$ cat config.mk
export PLATFORM = sky130hd
export DESIGN_NAME = synth_frame_receiver_flat
export DESIGN_NICKNAME = d
export VERILOG_FILES = /design/src/rtl/synth_frame_receiver_if.sv /design/src/rtl/synth_frame_receiver.sv /design/src/flat_wrapper.sv
export SDC_FILE = /design/constraint.sdc
export NUM_CORES = 2
export LEC_CHECK = 0
export BUFFER_PORTS_ARGS = -buffer_cell sky130_fd_sc_hd__buf_4
export CORE_MARGIN = 2
export CORE_UTILIZATION = 50
export CTS_CLUSTER_DIAMETER = 120
export CTS_CLUSTER_SIZE = 25
export DETAILED_ROUTE_END_ITERATION = 16
export GPL_ROUTABILITY_DRIVEN = 0
export PLACE_DENSITY_LB_ADDON = 0.25
export SYNTH_ARGS = -nofsm -noshare
export SYNTH_HDL_FRONTEND = slang
export SYNTH_SLANG_ARGS = --single-unit
$ cat constraint.sdc
create_clock -name clk -period 97.1 [get_ports clk]
set_input_delay 24.275 -clock clk [delete_from_list [all_inputs] [get_ports clk]]
set_output_delay 24.275 -clock clk [all_outputs]
set_load 0.01 [all_outputs]
$ cat src/rtl/synth_frame_receiver_if.sv
// Protocol types for the MCU->FPGA control link and the byte-stream /
// live-config interface between the SPI front-end and the frame receiver.

`ifndef N_OSCILLATORS
`define N_OSCILLATORS 2
`endif
`ifndef ENVELOPE_LEN
`define ENVELOPE_LEN 2
`endif

package protocol_pkg;
  localparam int N_OSC   = `N_OSCILLATORS;
  localparam int ENV_LEN = `ENVELOPE_LEN;

  typedef enum logic [1:0] {
    SIN      = 2'd0,
    SQUARE   = 2'd1,
    SAW      = 2'd2,
    TRIANGLE = 2'd3
  } shape_t;

  typedef struct packed {
    logic [31:0] rate;
    logic [31:0] duration;
  } envelope_t;

  typedef struct packed {
    envelope_t [ENV_LEN-1:0] envelopes;
    logic [31:0]             freq;
    shape_t                  shape;
  } wave_gen_t;

  typedef struct packed {
    wave_gen_t [N_OSC-1:0] wave_gens;
    logic [31:0]           reverb;
    logic [31:0]           volume;
  } synth_t;

  function automatic synth_t reset_synth_t();
    synth_t s;
    s = '0;
    for (int i = 0; i < N_OSC; i++) s.wave_gens[i].shape = SIN;
    return s;
  endfunction
endpackage

interface synth_frame_receiver_if;
  import protocol_pkg::*;

  logic        frame_active;
  logic        byte_valid;
  logic [7:0]  byte_data;
  synth_t      synth;
  logic        synth_valid;
  logic        frame_error;
  logic [2:0]  err_code;
  logic        busy;

  modport master (
    output frame_active, byte_valid, byte_data,
    input  synth, synth_valid, frame_error, err_code, busy
  );

  modport slave (
    input  frame_active, byte_valid, byte_data,
    output synth, synth_valid, frame_error, err_code, busy
  );
endinterface

$ cat src/rtl/synth_frame_receiver.sv
// Assembles a synth_t from the SPI byte stream into a shadow copy and commits
// it to the live config only after a complete, checksum-clean frame.
//
// state    | meaning
// ---------+-------------------------------------------------------------
// IDLE     | no frame open, waiting for frame_active
// RECV     | collecting payload bytes, then the checksum byte
// WAIT_END | checksum seen, waiting for frame_active to drop
// DISCARD  | frame already rejected, swallowing bytes until frame end

module synth_frame_receiver
  import protocol_pkg::*;
#(
  parameter int IDLE_TIMEOUT = 1_000_000
) (
  input  logic                   clk,
  input  logic                   rst,
  synth_frame_receiver_if.slave  bus
);

  localparam int STRIDE = 2*ENV_LEN + 2;
  localparam int NWORDS = N_OSC*STRIDE + 2;
  localparam int NBYTES = 4*NWORDS;
  localparam int BCW    = $clog2(NBYTES + 2);
  localparam int TCW    = $clog2(IDLE_TIMEOUT + 1);
  localparam int WIW    = BCW - 2;

  localparam logic [2:0] ERR_SHORT    = 3'd1;
  localparam logic [2:0] ERR_LONG     = 3'd2;
  localparam logic [2:0] ERR_CHECKSUM = 3'd3;
  localparam logic [2:0] ERR_TIMEOUT  = 3'd4;

  typedef enum logic [1:0] {IDLE, RECV, WAIT_END, DISCARD} state_t;

  state_t           state;
  logic [BCW-1:0]   byte_cnt;
  logic [7:0]       csum;
  logic [23:0]      word_acc;
  logic [TCW-1:0]   tmo_left;
  logic             ok;
  synth_t           shadow;
  synth_t           synth_q;
  logic             synth_valid_q;
  logic             frame_error_q;
  logic [2:0]       err_code_q;

  logic [31:0]      word_next;
  logic [WIW-1:0]   word_idx;
  logic             is_csum_byte;
  logic             word_wr;

  assign word_next    = {word_acc, bus.byte_data};
  assign word_idx     = byte_cnt[BCW-1:2];
  assign is_csum_byte = (byte_cnt == BCW'(NBYTES));
  assign word_wr      = (state == RECV) && bus.byte_valid && !is_csum_byte
                        && (byte_cnt[1:0] == 2'b11);

  // Frame sequencing, checksum/timeout tracking and the atomic commit.
  always_ff @(posedge clk or posedge rst) begin
    if (rst) begin
      state         <= IDLE;
      byte_cnt      <= '0;
      csum          <= '0;
      word_acc      <= '0;
      tmo_left      <= TCW'(IDLE_TIMEOUT);
      ok            <= 1'b0;
      synth_q       <= reset_synth_t();
      synth_valid_q <= 1'b0;
      frame_error_q <= 1'b0;
      err_code_q    <= '0;
    end else begin
      synth_valid_q <= 1'b0;
      frame_error_q <= 1'b0;
      case (state)
        IDLE: begin
          if (bus.frame_active) begin
            state    <= RECV;
            byte_cnt <= '0;
            csum     <= '0;
            tmo_left <= TCW'(IDLE_TIMEOUT);
          end
        end
        RECV: begin
          if (bus.byte_valid) begin
            tmo_left <= TCW'(IDLE_TIMEOUT);
            byte_cnt <= byte_cnt + BCW'(1);
            if (is_csum_byte) begin
              // The checksum byte may coincide with frame end; consume it first.
              if (!bus.frame_active) begin
                state <= IDLE;
                if (bus.byte_data == csum) begin
                  synth_q       <= shadow;
                  synth_valid_q <= 1'b1;
                end else begin
                  frame_error_q <= 1'b1;
                  err_code_q    <= ERR_CHECKSUM;
                end
              end else begin
                ok    <= (bus.byte_data == csum);
                state <= WAIT_END;
              end
            end else begin
              csum     <= csum ^ bus.byte_data;
              word_acc <= word_next[23:0];
              if (!bus.frame_active) begin
                state         <= IDLE;
                frame_error_q <= 1'b1;
                err_code_q    <= ERR_SHORT;
              end
            end
          end else if (!bus.frame_active) begin
            state         <= IDLE;
            frame_error_q <= 1'b1;
            err_code_q    <= ERR_SHORT;
          end else if (tmo_left == '0) begin
            state         <= DISCARD;
            frame_error_q <= 1'b1;
            err_code_q    <= ERR_TIMEOUT;
          end else begin
            tmo_left <= tmo_left - TCW'(1);
          end
        end
        WAIT_END: begin
          if (bus.byte_valid) begin
            state         <= bus.frame_active ? DISCARD : IDLE;
            frame_error_q <= 1'b1;
            err_code_q    <= ERR_LONG;
          end else if (!bus.frame_active) begin
            state <= IDLE;
            if (ok) begin
              synth_q       <= shadow;
              synth_valid_q <= 1'b1;
            end else begin
              frame_error_q <= 1'b1;
              err_code_q    <= ERR_CHECKSUM;
            end
          end
        end
        DISCARD: begin
          if (!bus.frame_active) state <= IDLE;
        end
        default: state <= IDLE;
      endcase
    end
  end

  // Scatter each completed big-endian word into its field of the shadow config.
  always_ff @(posedge clk or posedge rst) begin
    if (rst) begin
      shadow <= reset_synth_t();
    end else if (word_wr) begin
      for (int i = 0; i < N_OSC; i++) begin
        for (int j = 0; j < ENV_LEN; j++) begin
          if (word_idx == WIW'(i*STRIDE + 2*j))
            shadow.wave_gens[i].envelopes[j].rate <= word_next;
          if (word_idx == WIW'(i*STRIDE + 2*j + 1))
            shadow.wave_gens[i].envelopes[j].duration <= word_next;
        end
        if (word_idx == WIW'(i*STRIDE + 2*ENV_LEN))
          shadow.wave_gens[i].freq <= word_next;
        if (word_idx == WIW'(i*STRIDE + 2*ENV_LEN + 1))
          shadow.wave_gens[i].shape <= shape_t'(word_next[1:0]);
      end
      if (word_idx == WIW'(N_OSC*STRIDE))
        shadow.reverb <= word_next;
      if (word_idx == WIW'(N_OSC*STRIDE + 1))
        shadow.volume <= word_next;
    end
  end

  assign bus.synth       = synth_q;
  assign bus.synth_valid = synth_valid_q;
  assign bus.frame_error = frame_error_q;
  assign bus.err_code    = err_code_q;
  assign bus.busy        = (state != IDLE);

endmodule
$ cat src/flat_wrapper.sv
// flat-port wrapper written by rule: the top's interface ports become plain ports
module synth_frame_receiver_flat import protocol_pkg::*;
#(
  parameter int IDLE_TIMEOUT = 1_000_000
)
  (clk, rst, bus_frame_active, bus_byte_valid, bus_byte_data, bus_synth, bus_synth_valid, bus_frame_error, bus_err_code, bus_busy);
  synth_frame_receiver_if bus_i ();
  input  logic clk;
  input  logic rst;
  input wire logic [$bits(bus_i.frame_active)-1:0] bus_frame_active;
  input wire logic [$bits(bus_i.byte_valid)-1:0] bus_byte_valid;
  input wire logic [$bits(bus_i.byte_data)-1:0] bus_byte_data;
  output wire logic [$bits(bus_i.synth)-1:0] bus_synth;
  output wire logic [$bits(bus_i.synth_valid)-1:0] bus_synth_valid;
  output wire logic [$bits(bus_i.frame_error)-1:0] bus_frame_error;
  output wire logic [$bits(bus_i.err_code)-1:0] bus_err_code;
  output wire logic [$bits(bus_i.busy)-1:0] bus_busy;
  assign bus_i.frame_active = bus_frame_active;
  assign bus_i.byte_valid = bus_byte_valid;
  assign bus_i.byte_data = bus_byte_data;
  assign bus_synth = bus_i.synth;
  assign bus_synth_valid = bus_i.synth_valid;
  assign bus_frame_error = bus_i.frame_error;
  assign bus_err_code = bus_i.err_code;
  assign bus_busy = bus_i.busy;
  synth_frame_receiver #(.IDLE_TIMEOUT(IDLE_TIMEOUT)) u_core (.clk(clk), .rst(rst), .bus(bus_i));
endmodule
==> impl_metrics.env <==
export IMPL_status="finished clean"
export IMPL_layout_min_cycle_time_ns=27.11
export IMPL_internal_power_w=0.000471
export IMPL_whs_ns=0.493
export IMPL_hpwlAfterDp_mm=50.7
export IMPL_cts_resized_gates=0
export IMPL_report_final_slew_viol_count=0
export IMPL_finalHoldViolCount=0
export IMPL_muxShareOfSynthArea_pct=30.4
export IMPL_post_cts_buffers=0
export IMPL_dp_cells=3201
export IMPL_clockBufferDepth=3
export IMPL_grt_ovfl_total=0
export IMPL_initial_utilization_pct=50.4
export IMPL_synth_top_area_share_pct=61.8
export IMPL_syn_inst=2035
export IMPL_grt_max_degree=195
export IMPL_peakVddDrop_mv=0.0115
export IMPL_cts_sinks=842
export IMPL_h_tree_depth=2
export IMPL_setup_viol=0
export IMPL_synth_nets=2054
export IMPL_fmaxAchievable_mhz=36.9
export IMPL_clk_pin_slew_ns=0.10
export IMPL_endpoint_kind="flop"
export IMPL_synth_common_cells="dfrtp_1 (835), mux2_2 (443), mux2_4 (320)"
export IMPL_utilization_pct=57.3
export IMPL_avgSynthCellArea_um2=16.6
export IMPL_die_h_um=264
export IMPL_die_w_um=264
export IMPL_p_per_area_mw_per_mm2=17.1
export IMPL_grt_antenna_before_repair=7
export IMPL_crit_arrival_ns=27.60
export IMPL_ff2ff_setup_slack_ns=92.86
export IMPL_ys_seq_elements=842
export IMPL_max_cap_violations=0
export IMPL_synth_top_family_by_area="multiplexers"
export IMPL_io_pins=406
export IMPL_ys_top_cells_by_area="dfrtp_1 (62%), mux2_2 (15%), mux2_4 (14%)"
export IMPL_synth_async_reset_ratio_pct=100
export IMPL_switching_share_pct=28.5
export IMPL_drc=0
export IMPL_drive_gt1_share_pct=52.9
export IMPL_cts_hold_buf=0
export IMPL_hold_depth=1
export IMPL_reg2regPathDepth=7
export IMPL_max_slew_margin_pct=21.9
export IMPL_power_switching_w=0.000188
export IMPL_drtIter0Drc=1129
export IMPL_multi_input_area_mm2=0.0119
export IMPL_rsz0062_at_grt="false"
export IMPL_regArea_mm2=0.0211
export IMPL_nets=2388
export IMPL_worst_pin_slew_ns=1.17
export IMPL_p_seq_share_pct=62.4
export IMPL_io_buffers=405
export IMPL_synth_cell_types=58
export IMPL_avgViaCountPerCell=5.46
export IMPL_synth_most_common_cell="dfrtp_1"
export IMPL_synth_compound_area_share_pct=1.31
export IMPL_critical_path_required_ns=97.59
export IMPL_ant_nets=0
export IMPL_period_share_pct=27.9
export IMPL_pwr_share_comb_pct=9.3
export IMPL_final_cells=3257
export IMPL_gr_usage_all_layers_pct=22.6
export IMPL_grt_pass1_wl_mm=120
export IMPL_cts_tree="built"
export IMPL_core_mm2=0.0670
export IMPL_cts_root_buf="clkbuf_16"
export IMPL_ys_flop_type="dfrtp_1"
export IMPL_post_drt_wl_per_cell_um=24.2
export IMPL_grt_pass1_vias=18835
export IMPL_critical_path_class="input pin to flop"
export IMPL_worst_path_max_fanout=143
export IMPL_final_setup_skew_ns=0.0156
export IMPL_syn2layout_area_growth_pct=13.7
export IMPL_p_clk_share_pct=28.3
export IMPL_routed_via_count=17798
export IMPL_numCtsBuffers=39
export IMPL_totalWireLength_mm=78.8
export IMPL_insertion_delay_ns=0.60
export IMPL_syn_cell_area_mm2=0.0338
export IMPL_yosysWarnings=0
export IMPL_synth_edf_count=0
export IMPL_drtPass1Iterations=5
export IMPL_rows=95
export IMPL_synth_seq_area_share_pct=62.4
export IMPL_fin_setup_tns_ns=0
export IMPL_synth_fa_ha_area_share_pct=0.259
export IMPL_power_leakage_nw=20.8
export IMPL_hold_path_class="flop to flop"
export IMPL_synth_simple_area_share_pct=2.40
export IMPL_dieArea_mm2=0.0697
export IMPL_crit_path_start_kind="input pin"
export IMPL_synth_xor_area_share_pct=0.540
export IMPL_synth_top_area_cell="dfrtp_1"
export IMPL_n_fill_cell=5219
cell families (layout without fill, tap and decap cells):
logic type,Yosys count,after routing
compound gates,66,66
xor+xnor,20,20
fa+ha+maj,7,7
buf+inv,149,497
flops,842,842
mux,805,805
other cells,0,1
simple gates,146,146
layout make-up:
class                   count  area share, %
flip-flops and latches    842           54.8
multi-input cells        1044           30.8
repair buffers            427           8.47
well taps                 873           2.84
clock buffers              54           2.80
inverters                  15          0.166
clock inverters             1         0.0228
diodes                      1        0.00651
path summary, 6_finish.rpt:
path                                          from                    end
worst max-delay path              bus_byte_data[5]   u_core.bus.synth[21]
worst min-delay path            u_core.shadow[358]     u_core.shadow[358]
worst max register to register     u_core.state[1]   u_core.bus.synth[21]
worst min register to register  u_core.shadow[358]     u_core.shadow[358]
max in group asynchronous                      rst     u_core.shadow[276]
min in group asynchronous                      rst  u_core.bus.synth[232]
through the flow:
step / instance area (µm²) / setup WS [ns] / total power [W]
after global routing: 38400 / 69.41 / 0.000687
after detailed placement: 37300 / 69.26 / 0.000480
after global placement: 37300 / 69.36 / 0.000475
final: 38400 / 69.99 / 0.000658
after floorplan: 33800 / 49.18 / 0.000442
after CTS: 38400 / 69.92 / 0.000664
worst max-delay path: stages:
cell and delay, ns:
buf_4 0.28, xnor2_1 0.12, nand4_1 0.22, nor4_4 0.11, a21oi_4 0.15, buf_12 0.68, buf_12 0.73, mux2_2 0.43
flip-flops by register name (all words and copies together), names as in the netlist:
register	cells
u_core.bus.synth	388
u_core.tmo_left	20
u_core.bus.synth_valid	1
u_core.csum	8
u_core.ok	1
u_core.bus.frame_error	1
u_core.shadow	388
u_core.byte_cnt	6
u_core.bus.err_code	3
u_core.state	2
u_core.word_acc	24
cells in the final DEF (no fill, tap or decap), types with 5 or more instances in the layout:
cell and n:
dfrtp_1 835, mux2_2 443, buf_4 423, mux2_4 320, clkbuf_16 41, mux2_1 39
nand2_1 24, o21ai_0 24, nor2_1 21, xnor2_1 16, nand2b_1 14, inv_1 14
clkbuf_1 13, nand3_1 12, nor2b_1 12, or4_1 10, a21oi_1 9, nor4_1 8
or3_1 8, nand4_1 7, ha_1 7, dfstp_2 7, o211ai_1 6, nor2_4 5
per-layer routing:
layer	wire [µm]	global-route usage (%)
met1	35800	31.8
met2	37000	35.9
met3	4290	5.06
met4	1670	5.41
met5	0	0
power groups by stage:
stage,Clock [W],Combinational (W),Sequential (W)
finish,0.000186,0.0000612,0.000411
global route,0.000205,0.0000679,0.000414
CTS,0.000191,0.0000617,0.000411
detailed placement,0,0.0000616,0.000418
global placement,0,0.0000589,0.000417
floorplan,0,0.0000576,0.000384
No activity file was read; power rests on OpenSTA's default activity.
